## src/rtl/fp_normalize_pipe.sv

```systemverilog
// Two-stage post-add normaliser: S1 captures the raw sum and its leading-zero count,
// S2 applies the shift and exponent adjustment and flags overflow or flush-to-zero.
module fp_normalize_pipe #(
    parameter int EXP_W = 5,
    parameter int MAN_W = 10
) (
    input  logic             clk,
    input  logic             rst_n,
    input  logic             in_valid,
    output logic             in_ready,
    input  logic [MAN_W+1:0] in_man,
    input  logic [EXP_W-1:0] in_exp,
    output logic             out_valid,
    input  logic             out_ready,
    output logic [MAN_W:0]   out_man,
    output logic [EXP_W-1:0] out_exp,
    output logic [1:0]       out_exc,
    output logic             out_sticky
);
    localparam int LZW = $clog2(MAN_W + 2);
    localparam int EW  = EXP_W + 1;
    localparam logic [EW-1:0] EXP_MAXF = EW'((2 ** EXP_W) - 2);

    localparam logic [1:0] EXC_NONE = 2'b00;
    localparam logic [1:0] EXC_OVF  = 2'b01;
    localparam logic [1:0] EXC_UNF  = 2'b10;

    typedef struct packed {
        logic [MAN_W+1:0] man;
        logic [EXP_W-1:0] exp;
        logic             carry;
        logic [LZW-1:0]   lz;
    } s1_t;

    typedef struct packed {
        logic [MAN_W:0]   man;
        logic [EXP_W-1:0] exp;
        logic [1:0]       exc;
        logic             sticky;
    } res_t;

    logic [2:1] vld_pipe;
    logic       adv1, adv2;
    logic [LZW-1:0] lz;
    s1_t  s1_q;
    res_t res_d, res_q;
    logic [EW-1:0] e_inc, e_sub;

    assign adv2     = !vld_pipe[2] || out_ready;
    assign adv1     = !vld_pipe[1] || adv2;
    assign in_ready = adv1;

    // Ascending scan: the highest set bit writes last, so lz counts from the hidden position.
    always_comb begin
        lz = LZW'(MAN_W + 1);
        for (int i = 0; i <= MAN_W; i++) begin
            if (in_man[i]) lz = LZW'(MAN_W - i);
        end
    end

    always_comb begin
        res_d = '0;
        e_inc = EW'(s1_q.exp) + EW'(1);
        e_sub = EW'(s1_q.exp) - EW'(s1_q.lz);
        if (&s1_q.exp) begin
            res_d.exp = '1;
            res_d.exc = EXC_OVF;
        end else if (s1_q.carry) begin
            if (e_inc > EXP_MAXF) begin
                res_d.exp = '1;
                res_d.exc = EXC_OVF;
            end else begin
                res_d.man    = s1_q.man[MAN_W+1:1];
                res_d.sticky = s1_q.man[0];
                res_d.exp    = e_inc[EXP_W-1:0];
                res_d.exc    = EXC_NONE;
            end
        end else if (s1_q.man == '0) begin
            res_d.exc = EXC_NONE;
        end else if (EW'(s1_q.exp) > EW'(s1_q.lz)) begin
            res_d.man = s1_q.man[MAN_W:0] << s1_q.lz;
            res_d.exp = e_sub[EXP_W-1:0];
        end else begin
            // No denormal support: a result below the smallest normal flushes to zero.
            res_d.exc = EXC_UNF;
        end
    end

    always_ff @(posedge clk or negedge rst_n) begin
        if (!rst_n) begin
            vld_pipe <= '0;
            s1_q     <= '0;
            res_q    <= '0;
        end else begin
            if (adv1) begin
                vld_pipe[1] <= in_valid;
                if (in_valid) begin
                    s1_q.man   <= in_man;
                    s1_q.exp   <= in_exp;
                    s1_q.carry <= in_man[MAN_W+1];
                    s1_q.lz    <= lz;
                end
            end
            if (adv2) begin
                vld_pipe[2] <= vld_pipe[1];
                if (vld_pipe[1]) res_q <= res_d;
            end
        end
    end

    assign out_valid  = vld_pipe[2];
    assign out_man    = res_q.man;
    assign out_exp    = res_q.exp;
    assign out_exc    = res_q.exc;
    assign out_sticky = res_q.sticky;
endmodule

```

## config.mk

```make
export PLATFORM = sky130hd
export DESIGN_NAME = fp_normalize_pipe
export DESIGN_NICKNAME = d
export VERILOG_FILES = /design/src/rtl/fp_normalize_pipe.sv
export SDC_FILE = /design/constraint.sdc
export NUM_CORES = 1
export LEC_CHECK = 0
export CORE_MARGIN = 2
export CORE_UTILIZATION = 48
export CTS_CLUSTER_SIZE = 20
export DETAILED_ROUTE_END_ITERATION = 8
export PLACE_DENSITY = 0.77
export SLEW_MARGIN = 30
export SYNTH_ARGS = -nofsm -noshare
export SYNTH_HDL_FRONTEND = slang
export SYNTH_SLANG_ARGS = --single-unit
```

## constraint.sdc

```tcl
create_clock -name clk -period 2.1 [get_ports clk]
set_input_delay 0.525 -clock clk [delete_from_list [all_inputs] [get_ports clk]]
set_output_delay 0.525 -clock clk [all_outputs]
set_load 0.05 [all_outputs]
```

-- Word level (Yosys, flattened, before mapping)
Cells that the tools add are included.
- add/sub/neg operators: 2
- magnitude comparators: 2
- shift operators: 1
- multiplexer cells: 23
- reduce and logical (&&, ||, !) cells: 8
- operators with widths (cell ; number):
    2-to-1 mux 4 bit ; 9
    2-to-1 mux 16 bit ; 2
    2-to-1 mux 11 bit ; 2
    2-to-1 mux 18 bit ; 1
    2-to-1 mux 7 bit ; 2
    logical NOT 12 bit ; 1
    left shift 11 x 4 -> 11 bit ; 1
    adder 5 x 1 -> 6 bit, second input constant ; 1
    > comparator 6 x 5 -> 1 bit, second input constant ; 1
    2-to-1 mux 2 bit ; 3
    > comparator 5 x 4 -> 1 bit ; 1
    AND reduction 5 bit ; 1
    subtractor 5 x 4 -> 5 bit ; 1
    2-to-1 mux 1 bit ; 4
    AND reduction 2 bit ; 2
    logical NOT 1 bit ; 2
    logical OR 1 bit ; 2
- register bits after elaboration: 43
- input port bits: 21
- output and inout bits: 21
- word-level logic and storage cells: 46

-- Depth between registers and ports, before layout
- depth after elaboration: 11
- depth in mapped cells: 9
- mapped depth without buffers: 9

-- Worst setup path before layout
Ideal clock, no wire load.
- kind: register -> register
- start point: register vld_pipe[2] (netlist bit)
- end point: register s1_q[13] (netlist bit)
- setup time: 125 ps
- arrival time: 2213 ps
- data required time: 1975 ps
- setup slack: -237 ps
- stages on the path, launching flop included: 5
- buffers on the path: 1
- clock period less this slack: 2337 ps
- cell sequence: dfrtp_1 -> nand3b_1 -> nand2_1 -> buf_2 -> mux2_2
- longest elaborated chain between the ends: 4
- RTL lines (what ; RTL line ; source):
    start, declared ; 42 ; logic [2:1] vld_pipe;
    logical NOT 1 bit ; 49 ; assign adv2 = !vld_pipe[2] || out_ready;
    logical OR 1 bit ; 49 ;
    logical OR 1 bit ; 50 ; assign adv1 = !vld_pipe[1] || adv2;
    via in_ready ; 10 ; output logic in_ready,
    AND reduction 2 bit (no source line) ; n/a ;
    end, declared ; 45 ; s1_t s1_q;
The timed path passes the listed nets, and every way through them passes these cells.
A chain may end at the register's enable or synchronous reset.

-- Worst setup path in the final report
- start point: register s1_q[6] (netlist bit)
- end point: register res_q, in the netlist out_man[0]
- longest elaborated chain between the ends: 5
- elaborated cells between the ends (all ways): 9
- those cells by class: add/sub: 1; order compare: 2; mux: 5; reduce/logical: 1
- RTL lines (what ; RTL line ; source):
    adder 5 x 1 -> 6 bit / > comparator 5 x 4 -> 1 bit (equally long branches) ; 63, 80 ;
    > comparator 6 x 5 -> 1 bit / 2-to-1 mux 16 bit (equally long branches) ; 69, 80 ;
    2-to-1 mux 11 bit / 2-to-1 mux 16 bit (equally long branches) ; 69, 78 ;
    2-to-1 mux 18 bit ; 68 ; end else if (s1_q.carry) begin
    2-to-1 mux 11 bit * ; 65 ; if (&s1_q.exp) begin
    end signal, assigned ; 106 ; if (vld_pipe[1]) res_q <= res_d;
    end, declared ; 46 ; res_t res_d, res_q;
Every way passes the cells marked *; elsewhere a longest branch is shown, timed or not.

==> impl_metrics.tcl <==
set metrics [dict create \
    synth_adder_area_share 0.0427 \
    drc 0 \
    die_height_um 76.4 \
    dieArea_um2 5840 \
    power_frac_seq 0.339 \
    area_delta_synth_final_pct 33.7 \
    drv_cap 0 \
    drive_gt1_frac 0.302 \
    synth-seq-cells 42 \
    initial_core_util 0.496 \
    cts_root_buf "clkbuf_8" \
    syn-num-nets 265 \
    cts_tree "built" \
    yosys_warnings 0 \
    synth_compound_area_frac 0.189 \
    p_sw_frac 0.400 \
    nets 329 \
    gp_congestion 0.825 \
    synthTopCellsByCount "42 x dfrtp_1, 17 x nand2_1, 16 x mux2_2" \
    synth_top_family_by_area "compound AO/OA/AOI/OAI gates" \
    total_power_w 0.00332 \
    ys_async_sr_fraction 1.00 \
    ys_seq_area_frac 0.417 \
    status "finished, final reports clean" \
    timing.setup.tns_ns 0 \
    crit_arrival_ns 2.30 \
    synth_most_common_cell "dfrtp_1" \
    setup_viol 0 \
    critPathRequiredTime_ns 2.34 \
    stdcell_area_um2 3370 \
    endpoint_kind "flop" \
    cp_slowest_cell "a2111oi_4" \
    insertion_delay_ns 0.31 \
    wl_mm 5.87 \
    crit_chain "ha_2 > and3_4 > ha_4 > nand3b_1 > a2111oi_4 > buf_6 > a22o_1 > a21o_1" \
    hpwl_mm 4.34 \
    final_cells 371 \
    reg2reg_depth 8 \
    yosys.area.top_type "dfrtp_1" \
    vias 2138 \
    finalMaxSlewViolations 0 \
    track_usage 0.209 \
    htreeDepth 2 \
    die_w_um 76.4 \
    cts_setup_buffers 0 \
    fin_crit_sh 0.982 \
    relSlewSlack 0.667 \
    ff2ff_setup_slack_ns 0.04 \
    grt_pass1_wl_mm 9.80 \
    worst-path-max-fanout 6 \
    dr.pass1.iters 4 \
    crit_buf_inv 1 \
    p_int_w 0.00199 \
    core_um2 5070 \
    antenna_found_initial 0 \
    power_density_nw_per_um2 986 \
    synth.area.top_cells "dfrtp_1 42%, mux2_2 7.2%, mux2i_1 3.6%" \
    clock.fmax_mhz 485 \
    worstMarginPinSlew_ns 0.498 \
    synth_xor_area_frac 0.0169 \
    cts.clk_slew.worst_paths_ns 0.09 \
    p_sw_w 0.00133 \
    synth.area.mux_share 0.143 \
    startpoint_type "flop" \
    clock-sinks 42 \
    yosys.area_share.simple 0.143 \
    yosys.cell_types.count 54 \
    wl_per_cell_um 15.8 \
    placementRows 26 \
    grt_pass1_vias 2109 \
    io_pins 42 \
    period_minus_slack_ns 2.06 \
    overflow 0 \
    postLayoutCoreUtil 0.664 \
    vdd_drop_max_mv 0.439 \
    p_clk_frac 0.196 \
    syn_area_um2 2520 \
    diodes 0 \
    drtIter0Drc 170 \
    synth-edff-count 0 \
    numPortBuffers 41 \
    postRouteAntennaNets 0 \
    syn_inst 236 \
    holdBufCountCts 0 \
    path_delay_family "compound AO/OA/AOI/OAI gates" \
    hold_viol 0 \
    combPwrFrac 0.465 \
    cts_buffer_depth 2 \
    syn_avg_cell_area_um2 10.7 \
    numPlacedInstances 363 \
    netlist.area_leader.share 0.417 \
    dpl-instance-area_um2 3160 \
    cp-startpoint "s1_q[6]" \
    regToRegStartpoint "s1_q[6]" \
    path_depth 8 \
    grt_max_degree 43 \
    path_class "reg -> reg" \
    vias_per_cell 5.76 \
    numCtsBuffers 5 \
    synth-main-ff-cell "dfrtp_1" \
    worstHoldPathType "in -> async" \
    slowest_delay_ns 0.42 \
    crit_end "out_man[0]" \
    finalClockSkew_ns 0.00988 \
    p_leak_nw 1.39 \
    worstReg2RegEnd "out_man[0]" \
]
## layer usage
layer  vias up  share of wire  track usage
li1       1001              -            -
met1      1043           0.45        0.289
met2        79           0.47        0.317
met3        15          0.055       0.0367
met4         0          0.029        0.104
met5         -              0            0
## placed cells by master (no fill, tap or decap), drive strengths merged, types with 2 or more instances in the layout
| cell | netlist | routed |
|---|---|---|
| mux2 | 16 | 16 |
| a21oi | 14 | 14 |
| or2 | 3 | 3 |
| nand3b | 3 | 3 |
| dfrtp | 42 | 42 |
| nand2b | 5 | 5 |
| xor2 | 3 | 3 |
| inv | 8 | 8 |
| clkdlybuf4s50 | 0 | 38 |
| ha | 7 | 7 |
| a31oi | 4 | 4 |
| mux4 | 4 | 4 |
| a22oi | 3 | 3 |
| nand2 | 17 | 17 |
| nor4 | 5 | 5 |
| a21o | 5 | 5 |
| buf | 4 | 29 |
| nor3b | 2 | 2 |
| o22a | 2 | 2 |
| nor3 | 8 | 8 |
| o21a | 2 | 2 |
| nand3 | 3 | 3 |
| nor2 | 15 | 15 |
| clkbuf | 6 | 5 |
| clkinvlp | 0 | 2 |
| a221o | 3 | 3 |
| and3 | 3 | 3 |
| nor2b | 2 | 2 |
| a22o | 5 | 5 |
| mux2i | 9 | 9 |
| o21ai | 15 | 15 |
## area by class of cell
class / count / area [um^2]
clock buffers: 5 / 68.8
well taps: 70 / 87.6
repair buffers: 67 / 641
multi-input cells: 175 / 1440
inverters: 9 / 33.8
fillers: 414 / 1710
clock inverters: 3 / 45.0
flip-flops and latches: 42 / 1050
## power by group through the flow
stage,logic (W),clock network [W],registers (W)
detailed placement,0.00148,0,0.00114
global route,0.00164,0.000686,0.00115
floorplan,0.000582,0,0.00153
CTS,0.00150,0.000660,0.00112
global placement,0.00146,0,0.00113
finish,0.00154,0.000650,0.00113
## worst min path at each step
stage | startpoint | to | slack, ns | cells past startpoint
after floorplan | rst_n | out_exc[0] | 0.23 | 0
after global placement | out_exc[0] | out_exc[0] | 0.48 | 2
after detailed placement | out_exc[0] | out_exc[0] | 0.48 | 2
after CTS | rst_n | s1_q[12] | 0.18 | 2
after global routing | rst_n | s1_q[11] | 0.20 | 2
final | rst_n | s1_q[11] | 0.18 | 2
## cell families (layout without fill, tap and decap cells)
family                   count (synthesis)  after routing
AO/OA/AOI/OAI                           64             64
adder cells (fa/ha/maj)                  8              8
flip-flops                              42             42
buffers and inverters                   19             84
multiplexers                            29             29
XOR/XNOR                                 4              4
AND/OR/NAND/NOR                         70             70
## metrics by stage
step                hold slack [ns]  setup WS, ns
floorplan                     0.229       0.00384
global placement              0.480       -0.0482
detailed placement            0.485       -0.0735
CTS                           0.181       0.00235
global route                  0.204       -0.0588
finish                        0.175        0.0379
## flip-flops by register name (all words and copies together), names as in the netlist
| register | cells |
|---|---|
| vld_pipe | 2 |
| out_exp | 5 |
| s1_q | 21 |
| out_sticky | 1 |
| out_exc | 2 |
| out_man | 11 |
## repair_timing
item / in CTS / in global routing
endpoints found under the hold margin: 0 / 0
pin swaps: 1 / 8
resized for setup: 2 / 21
cloned: 1 / 0
setup endpoints to repair: 4 / 12
Note: power is estimated with default switching activity, not from simulation.
